$ cat config.mk
export PLATFORM = sky130hd
export DESIGN_NAME = uart_rx
export DESIGN_NICKNAME = d
export VERILOG_FILES = /design/src/rtl/uart_pkg.sv /design/src/rtl/baud_tick_gen.sv /design/src/rtl/uart_rx.sv
export SDC_FILE = /design/constraint.sdc
export NUM_CORES = 1
export LEC_CHECK = 0
export BUFFER_PORTS_ARGS = -buffer_cell sky130_fd_sc_hd__buf_2
export CAP_MARGIN = 20
export CORE_MARGIN = 1
export CORE_UTILIZATION = 62
export DETAILED_ROUTE_END_ITERATION = 10
export GPL_ROUTABILITY_DRIVEN = 1
export PLACE_DENSITY = 0.83
export SLEW_MARGIN = 10
export SYNTH_ARGS = -nofsm -noshare
export SYNTH_HDL_FRONTEND = slang
export SYNTH_SLANG_ARGS = --single-unit
$ cat constraint.sdc
create_clock -name clk -period 4.1 [get_ports clk]
set_input_delay 1.23 -clock clk [delete_from_list [all_inputs] [get_ports clk]]
set_output_delay 1.23 -clock clk [all_outputs]
set_load 0.01 [all_outputs]
$ cat src/rtl/uart_pkg.sv
// Shared UART types and oversampling constants for the receiver and future transmitter.
package uart_pkg;

  typedef enum logic [1:0] {IDLE, START, DATA, STOP} rx_state_t;

  localparam int unsigned OVERSAMPLE = 16;
  localparam int unsigned MID_SAMPLE = 7;

endpackage

$ cat src/rtl/baud_tick_gen.sv
// Free-running divider: asserts tick for one cycle every DIV clocks.
module baud_tick_gen #(
  parameter int unsigned DIV = 1
) (
  input  logic clk,
  input  logic reset,
  output logic tick
);

  localparam int unsigned CW = (DIV > 1) ? $clog2(DIV) : 1;

  if (DIV == 0) begin : g_bad_div
    $error("baud_tick_gen: DIV must be nonzero");
  end

  logic [CW-1:0] count;

  assign tick = (count == CW'(DIV - 1));

  always_ff @(posedge clk) begin
    if (reset) begin
      count <= '0;
    end else if (tick) begin
      count <= '0;
    end else begin
      count <= count + 1'b1;
    end
  end

endmodule

$ cat src/rtl/uart_rx.sv
// 8N1 UART receiver with a one-byte holding register, overrun and framing flags.
module uart_rx #(
  parameter int unsigned CLK_FREQ_HZ = 100_000_000,
  parameter int unsigned BAUD        = 115_200,
  parameter int unsigned OVERSAMPLE  = uart_pkg::OVERSAMPLE
) (
  input  logic       clk,
  input  logic       reset,
  input  logic       rx,
  input  logic       uld_rx_data,
  output logic [7:0] rx_data,
  output logic       rx_empty,
  output logic       rx_overrun,
  output logic       rx_frame_err
);

  import uart_pkg::*;

  localparam int unsigned DIV = CLK_FREQ_HZ / (BAUD * OVERSAMPLE);

  if (OVERSAMPLE != 16) begin : g_bad_os
    $error("uart_rx: OVERSAMPLE must be 16");
  end

  logic       tick;
  logic       rx_meta;
  logic       rx_sync;
  rx_state_t  state;
  logic [3:0] cnt;
  logic [2:0] idx;
  logic [7:0] shift;

  baud_tick_gen #(.DIV(DIV)) u_tick (
    .clk   (clk),
    .reset (reset),
    .tick  (tick)
  );

  always_ff @(posedge clk) begin
    if (reset) begin
      rx_meta      <= 1'b1;
      rx_sync      <= 1'b1;
      state        <= IDLE;
      cnt          <= '0;
      idx          <= '0;
      shift        <= '0;
      rx_data      <= 8'h00;
      rx_empty     <= 1'b1;
      rx_overrun   <= 1'b0;
      rx_frame_err <= 1'b0;
    end else begin
      rx_meta      <= rx;
      rx_sync      <= rx_meta;
      rx_frame_err <= 1'b0;

      if (uld_rx_data && !rx_empty) begin
        rx_empty   <= 1'b1;
        rx_overrun <= 1'b0;
      end

      if (tick) begin
        case (state)
          IDLE: begin
            if (!rx_sync) begin
              state <= START;
              cnt   <= '0;
            end
          end
          START: begin
            if (cnt == 4'(MID_SAMPLE)) begin
              cnt <= '0;
              // A start bit that is gone by mid-bit was a glitch.
              if (!rx_sync) begin
                state <= DATA;
                idx   <= '0;
              end else begin
                state <= IDLE;
              end
            end else begin
              cnt <= cnt + 4'd1;
            end
          end
          DATA: begin
            if (cnt == 4'(OVERSAMPLE - 1)) begin
              cnt        <= '0;
              shift[idx] <= rx_sync;
              if (idx == 3'd7) begin
                state <= STOP;
              end else begin
                idx <= idx + 3'd1;
              end
            end else begin
              cnt <= cnt + 4'd1;
            end
          end
          STOP: begin
            if (cnt == 4'(OVERSAMPLE - 1)) begin
              cnt   <= '0;
              state <= IDLE;
              if (!rx_sync) begin
                rx_frame_err <= 1'b1;
              end else if (rx_empty || uld_rx_data) begin
                // Same-cycle unload frees the register for the new byte.
                rx_data    <= shift;
                rx_empty   <= 1'b0;
                rx_overrun <= 1'b0;
              end else begin
                rx_overrun <= 1'b1;
              end
            end else begin
              cnt <= cnt + 4'd1;
            end
          end
          default: state <= IDLE;
        endcase
      end
    end
  end

endmodule

==> results of run 1 <==
[cell families after synthesis]
logic type,Yosys count,synth area share (%)
simple gates,77,27.80
compound gates,50,18.85
flops,36,41.92
buf+inv,16,4.075
xor+xnor,5,2.548
fa+ha+maj,5,3.639
mux,2,1.165
[layout make-up]
type | instances | area (µm²) | area share (%)
multi-input cells | 139 | 928.4 | 50.24
flip-flops and latches | 36 | 720.7 | 39.00
repair buffers | 14 | 70.07 | 3.791
clock inverters | 3 | 42.54 | 2.302
clock buffers | 5 | 37.54 | 2.031
well taps | 30 | 37.54 | 2.031
inverters | 3 | 11.26 | 0.6093
[worst max path at each step]
stage | from | endpoint | slack (ps)
2_1_floorplan | reset | cnt[3] | 2120
3_3_place_gp | reset | cnt[3] | 1840
3_5_place_dp | reset | cnt[3] | 1780
4_1_cts | idx[0] | idx[0] | 1940
5_1_grt | idx[0] | idx[0] | 1840
6_report | idx[0] | idx[0] | 1940
[per-stage QoR]
stage | util [%] | total power, mW | hold slack [ps] | instances
after floorplan | - | 0.3766 | 389.5 | 191
after global placement | 69.47 | 0.3793 | 395.0 | 222
after detailed placement | 69.47 | 0.3806 | 406.9 | 222
after CTS | 72.62 | 0.6256 | 431.9 | 230
after global routing | 72.62 | 0.6426 | 439.6 | 230
final | 72.62 | 0.6248 | 427.0 | 230
[synth_stat cells, drive strengths merged, types with 2 or more instances]
master and n:
and3 2, buf 5, a21oi 24, nor4 2
inv 3, nand4b 6, a21o 2, nor3 8
dfxtp 36, nand4 8, or2 3, nand2 10
o31ai 8, clkbuf 8, mux2i 2, o21ai 9
and4 3, xor2 3, nand2b 3, xnor2 2
o41ai 2, ha 5, nor2 8, nand3 12
or3 3
[flip-flops by register name, summed over array words and instances, names as in the netlist, named ones only]
signal and count:
rx_data 8, shift 8, u_tick.count 6, cnt 4, idx 3, rx_empty 1
rx_frame_err 1, rx_meta 1, rx_overrun 1, rx_sync 1, state 1
[per-layer routing]
metal / wire (µm) / global-route usage [%] / up-vias
met1: 1693 / 36.76 / 682
met4: 36 / 10.68 / 0
li1: - / - / 728
met3: 191 / 8.333 / 5
met2: 1657 / 41.97 / 46
met5: 0 / 0 / -
[cells in the final DEF (no fill, tap or decap), types with 2 or more instances in the layout]
cell type,Yosys,layout
a21o_1,2,2
a21oi_1,24,24
and3_1,2,2
and4_1,3,3
buf_2,2,14
clkbuf_4,0,5
dfxtp_1,36,36
ha_1,5,5
inv_1,3,3
mux2i_1,2,2
nand2_1,9,9
nand2b_1,3,3
nand3_1,12,12
nand4_1,8,8
nand4b_1,6,6
nor2_1,8,8
nor3_1,8,8
nor4_1,2,2
o21ai_0,9,9
o31ai_1,8,8
or2_2,3,3
or3_1,3,3
xnor2_1,2,2
xor2_1,3,3
[worst max-delay path, cell delays in order (launching register included)]
cell       delay (ps)
dfxtp_1           480
ha_1              280
ha_1              200
and4bb_1          320
o2111ai_4         180
or4b_1            510
a21oi_1           130
[power by group through the flow]
stage | clock network (mW) | logic [mW] | registers (mW)
2_1_floorplan | 0 | 0.0131 | 0.363
3_3_place_gp | 0 | 0.0129 | 0.366
3_5_place_dp | 0 | 0.0138 | 0.367
4_1_cts | 0.253 | 0.0142 | 0.359
5_1_grt | 0.267 | 0.0158 | 0.360
6_report | 0.252 | 0.0143 | 0.359
==> out/qor.csv, run 1 <==
metric,value,unit
tightestPinTransition,624.9,ps
cts_sinks,36,
dieArea,2987,µm²
ant_nets,0,
hold_start,rx_meta,
fin_nets,208,
rsz0062_at_grt,false,
row_count,18,
synth-edff-count,0,
syn_area_per_cell,9.001,µm²
fin_skew,5.738,ps
start_util,67.55,%
design_area,1848,µm²
synthCells,191,
async_reset_ff_share,0,%
clock.fmax,0.4631,GHz
portBuffers,14,
insertion_delay,340,ps
core-area,2545,µm²
dp_slack,1784,ps
boundaryPins,15,
die_w,54.66,µm
path_max_fanout,17,
drc,0,
hpwl,2.445,mm
yosysSeqAreaShare,41.92,%
period_minus_slack,2159,ps
hold_viol,0,
p_clk_share,40.3,%
die_h,54.66,µm
slew_violations,0,
ys_ff_latch,36,
grt_pass1_wl,5.802,mm
fin_crit_sh,52.67,%
cts_buffers,5,
track_usage,27.81,%
area_growth,7.496,%
postCtsSetupBuffers,0,
r2r-start,idx[0],
grt.overflow.total,0,
drt-pass1-iter-count,4,
vdd_drop_max,0.0003328,V
syn_area,1719,µm²
start_kind,flop,
wl_per_cell,15.56,µm
synth_cell_types,43,
fin_setup_tns,0,ps
syn_nets,200,
synth_area_leaders,"dfxtp_1, a21oi_1, ha_1, nand3_1, o31ai_1",
num_vias,1461,
ys_warn_count,0,
leakage,0.6277,nW
status,finished clean,
min_delay_path_depth,1,
rr_worst_depth,6,
drive_above_1_share,15.50,%
power_density,338.1,nW/µm²
netlist.area_leader.share,41.92,%
required,4380,ps
power_frac_comb,2.3,%
grt_max_degree,38,
setup.worst_path.class,reg -> reg,
cp.arrival,2440,ps
synth_ff_type,dfxtp_1,
intPower,485.3,µW
holdPathEnd,rx_sync,
seqPwrFrac,57.4,%
synth_top_area_cell,dfxtp_1,
grt_pass1_vias,1312,
fin_ws,1941,ps
setup_viol,0,
cts_tree,built,
cts_max_path_buffers,2,
p_sw,139.5,µW
drv_cap,0,
switching_share,22.32,%
num-fill-cells,194,
n_antenna_cell,0,
postCtsHoldBufs,0,
vias_per_cell,6.352,
antenna_found_initial,0,
slew_headroom,58.34,%
initialDrtViolationCount,46,
totalWireLength,3.579,mm
cts_resized,0,
cts-htree-levels,2,
gp_congestion,0.8052,
clockRootBuffer,clkbuf_4,
place_area,1768,µm²
cts.clk_slew.worst_paths,110,ps
r2r_setup_slack,1940,ps
hold_path_class,reg -> reg,
r2r_end,idx[0],
endpoint_kind,flop,
No activity file was read; power rests on OpenSTA's default activity.
==> run 2: changes to the inputs <==
Settings changed: ABC_AREA from default to 1, CORE_UTILIZATION 62 to 52, PLACE_DENSITY 0.83 to 0.75.
Clock period 4.1 ns to 1.85 ns, I/O delays scaled along.
==> run 2 against run 1 <==
Combinational power rose to 2.8 times the previous value; synthesized cell count is 25% higher; count of clock-buffer cells in the layout is the same; sequential cell count stayed put; fmax rose by 34%; global-route usage decreased by 7.0 points; worst hold slack got worse by 28 ps; core utilization decreased by 11 points; via count is 3.4% higher; sequential share of layout area fell by 1.6 points; critical endpoint is now rx_data[3]; largest power group unchanged; highest routed layer unchanged.
==> out/qor.csv, run 2 <==
metric,value,unit,change
synthCells,238,,was 191
async_reset_ff_share,0,%,unchanged
fin_util,62.10,%,was 72.62%
synth_cell_types,27,,was 43
cp-endpoint,rx_data[3],,was idx[0]
slew_headroom,75.93,%,was 58.34%
cts_sinks,36,,unchanged
fin_skew,3.476,ps,was 5.738 ps
start_util,55.77,%,was 67.55%
grt_pass1_vias,1297,,was 1312
clock.fmax,0.6190,GHz,was 0.4631 GHz
status,finished clean,,unchanged
vias_per_cell,5.020,,was 6.352
track_usage,20.86,%,was 27.81%
met2_usage,33.33,%,was 41.97%
area_growth,11.35,%,was 7.496%
num_vias,1511,,was 1461
cp.arrival,1840,ps,was 2440 ps
netlist.area_leader.share,41.65,%,was 41.92%
initialDrtViolationCount,95,,was 46
clockRootBuffer,clkbuf_4,,unchanged
r2r_end,rx_data[3],,was idx[0]
drive_above_1_share,16.73,%,was 15.50%
layout_common_cells,"nand2_1, dfxtp_1, nor2_1",,"was dfxtp_1, a21oi_1, buf_2"
crit_start,cnt[0],,was idx[0]
slew_violations,0,,unchanged
postCtsHoldBufs,0,,unchanged
path_max_fanout,9,,was 17
cts_buffers,5,,unchanged
synth_ff_type,dfxtp_1,,unchanged
finalNonFillerCells,301,,was 230
synth_area_leaders,"dfxtp_1, nand2_1, nor2_1, a21oi_1, nand3_1",,"was dfxtp_1, a21oi_1, ha_1, nand3_1, o31ai_1"
dieArea,3562,µm²,was 2987 µm²
ant_nets,0,,unchanged
boundaryPins,15,,unchanged
ys_ff_latch,36,,unchanged
insertion_delay,330,ps,was 340 ps
synth_xor_area_share,0.5061,%,was 2.547%
synth-simple-area-share,38.47,%,was 27.80%
power_density,716.1,nW/µm²,was 338.1 nW/µm²
postCtsSetupBuffers,0,,unchanged
vdd_drop_max,0.0003954,V,was 0.0003328 V
cts_tree,built,,unchanged
die_w,59.69,µm,was 54.66 µm
hold_path_class,in -> reg,,was reg -> reg
syn_area,1730,µm²,was 1719 µm²
rr_worst_depth,8,,was 6
yosysSeqAreaShare,41.65,%,was 41.92%
grt_max_degree,16,,was 38
antenna_found_initial,0,,unchanged
synth-edff-count,0,,unchanged
synthAdderAreaFrac,3.615,%,was 3.639%
synth_compound_area_share,8.532,%,was 18.85%
portBuffers,14,,unchanged
tightestPinTransition,359.7,ps,was 624.9 ps
final_common_cell,nand2_1,,was dfxtp_1
leakage,0.8435,nW,was 0.6277 nW
syn_area_per_cell,7.271,µm²,was 9.001 µm²
die_h,59.69,µm,was 54.66 µm
grt_util_met1,27.43,%,was 36.76%
dpl.cell_count,293,,was 222
drt-pass1-iter-count,5,,was 4
drv_cap,0,,unchanged
cts_resized,0,,unchanged
yosysMostFrequentCell,nand2_1,,was dfxtp_1
fin_nets,265,,was 208
gp_congestion,0.8084,,was 0.8052
top_usage_layer,met2,,unchanged
setup_viol,0,,unchanged
fin_crit_sh,87.32,%,was 52.67%
r2r-start,cnt[0],,was idx[0]
start_kind,flop,,unchanged
cts_max_path_buffers,2,,unchanged
n_antenna_cell,0,,unchanged
hold_viol,0,,unchanged
drc,0,,unchanged
synth_top_area_cell,dfxtp_1,,unchanged
core-area,3103,µm²,was 2545 µm²
synth.cells.most_frequent,"nand2_1, dfxtp_1, nor2_1",,"was dfxtp_1, a21oi_1, nand3_1"
gr-usage-met3,5.844,%,was 8.333%
totalWireLength,3.303,mm,was 3.579 mm
endpoint_kind,flop,,unchanged
fin_setup_tns,0,ps,unchanged
grt_pass1_wl,5.595,mm,was 5.802 mm
cts-htree-levels,2,,unchanged
setup.worst_path.class,reg -> reg,,unchanged
synth_mux_area_share,0,%,was 1.164%
largestRegisters,"rx_data x8, shift x8, u_tick.count x6",,unchanged
cts.clk_slew.worst_paths,110,ps,about the same
syn_nets,247,,was 200
wl_per_cell,10.97,µm,was 15.56 µm
period_minus_slack,1615,ps,was 2159 ps
synth_top_family_by_area,simple AND/OR/NAND/NOR gates,,unchanged
r2r_setup_slack,230,ps,was 1940 ps
required,2080,ps,was 4380 ps
hpwl,2.431,mm,was 2.445 mm
rsz0062_at_grt,false,,unchanged
grt.overflow.total,0,,unchanged
row_count,20,,was 18
ys_warn_count,0,,unchanged
[run 2: metal layers]
layer | vias up | routed length, µm
li1 | 804 | -
met1 | 673 | 1611
met2 | 32 | 1520
met3 | 2 | 149
met4 | 0 | 22
met5 | - | 0
[run 2: layout make-up]
type                    instances  area, µm²
fillers                       305       1176
multi-input cells             170      884.6
flip-flops and latches         36      720.7
inverters                      27      101.3
repair buffers                 16      85.08
well taps                      44      55.05
clock inverters                 3      42.54
clock buffers                   5      37.54
[run 2: cell families (layout without fill, tap and decap cells)]
logic type / after synthesis / count (layout)
AOI/OAI and AO/OA: 29 / 29
xor gates and xnor gates: 1 / 1
adders and majority gates: 5 / 5
buffers and inverters: 32 / 51
DFF: 36 / 36
and+or+nand+nor: 135 / 135
[run 2: power breakdown]
part           internal (mW)  switching [mW]
combinational         0.0141          0.0253
clock                  0.282           0.268
sequential             0.782         0.00851
total                   1.08           0.302
[run 2: worst min-delay path by stage]
stage | startpoint | endpoint | cells past startpoint
CTS | rx | rx_meta | 2
global route | rx | rx_meta | 2
detailed placement | rx_meta | rx_sync | 1
global placement | rx_meta | rx_sync | 1
finish | rx | rx_meta | 2
floorplan | rx_meta | rx_sync | 1
[run 2: worst max-delay path, stage by stage, from the launching register on]
cell and delay [ps]:
dfxtp_1 380, ha_1 270, nand3_4 150, inv_1 110
nand2_1 80, nor2_4 200, nand2_2 150, nand2_1 100
a21oi_1 60
[run 2: through the flow]
step                      hold slack (ps)  setup WS, ps  power (mW)  instance area, µm²
final                               398.8         234.5       1.380                1927
after global routing                381.4         81.78       1.445                1927
after CTS                           391.4         216.3       1.398                1927
after detailed placement            398.0         234.4      0.8475                1847
after global placement              392.6         281.8      0.8475                1847
after floorplan                     389.5         419.3      0.8338                1730
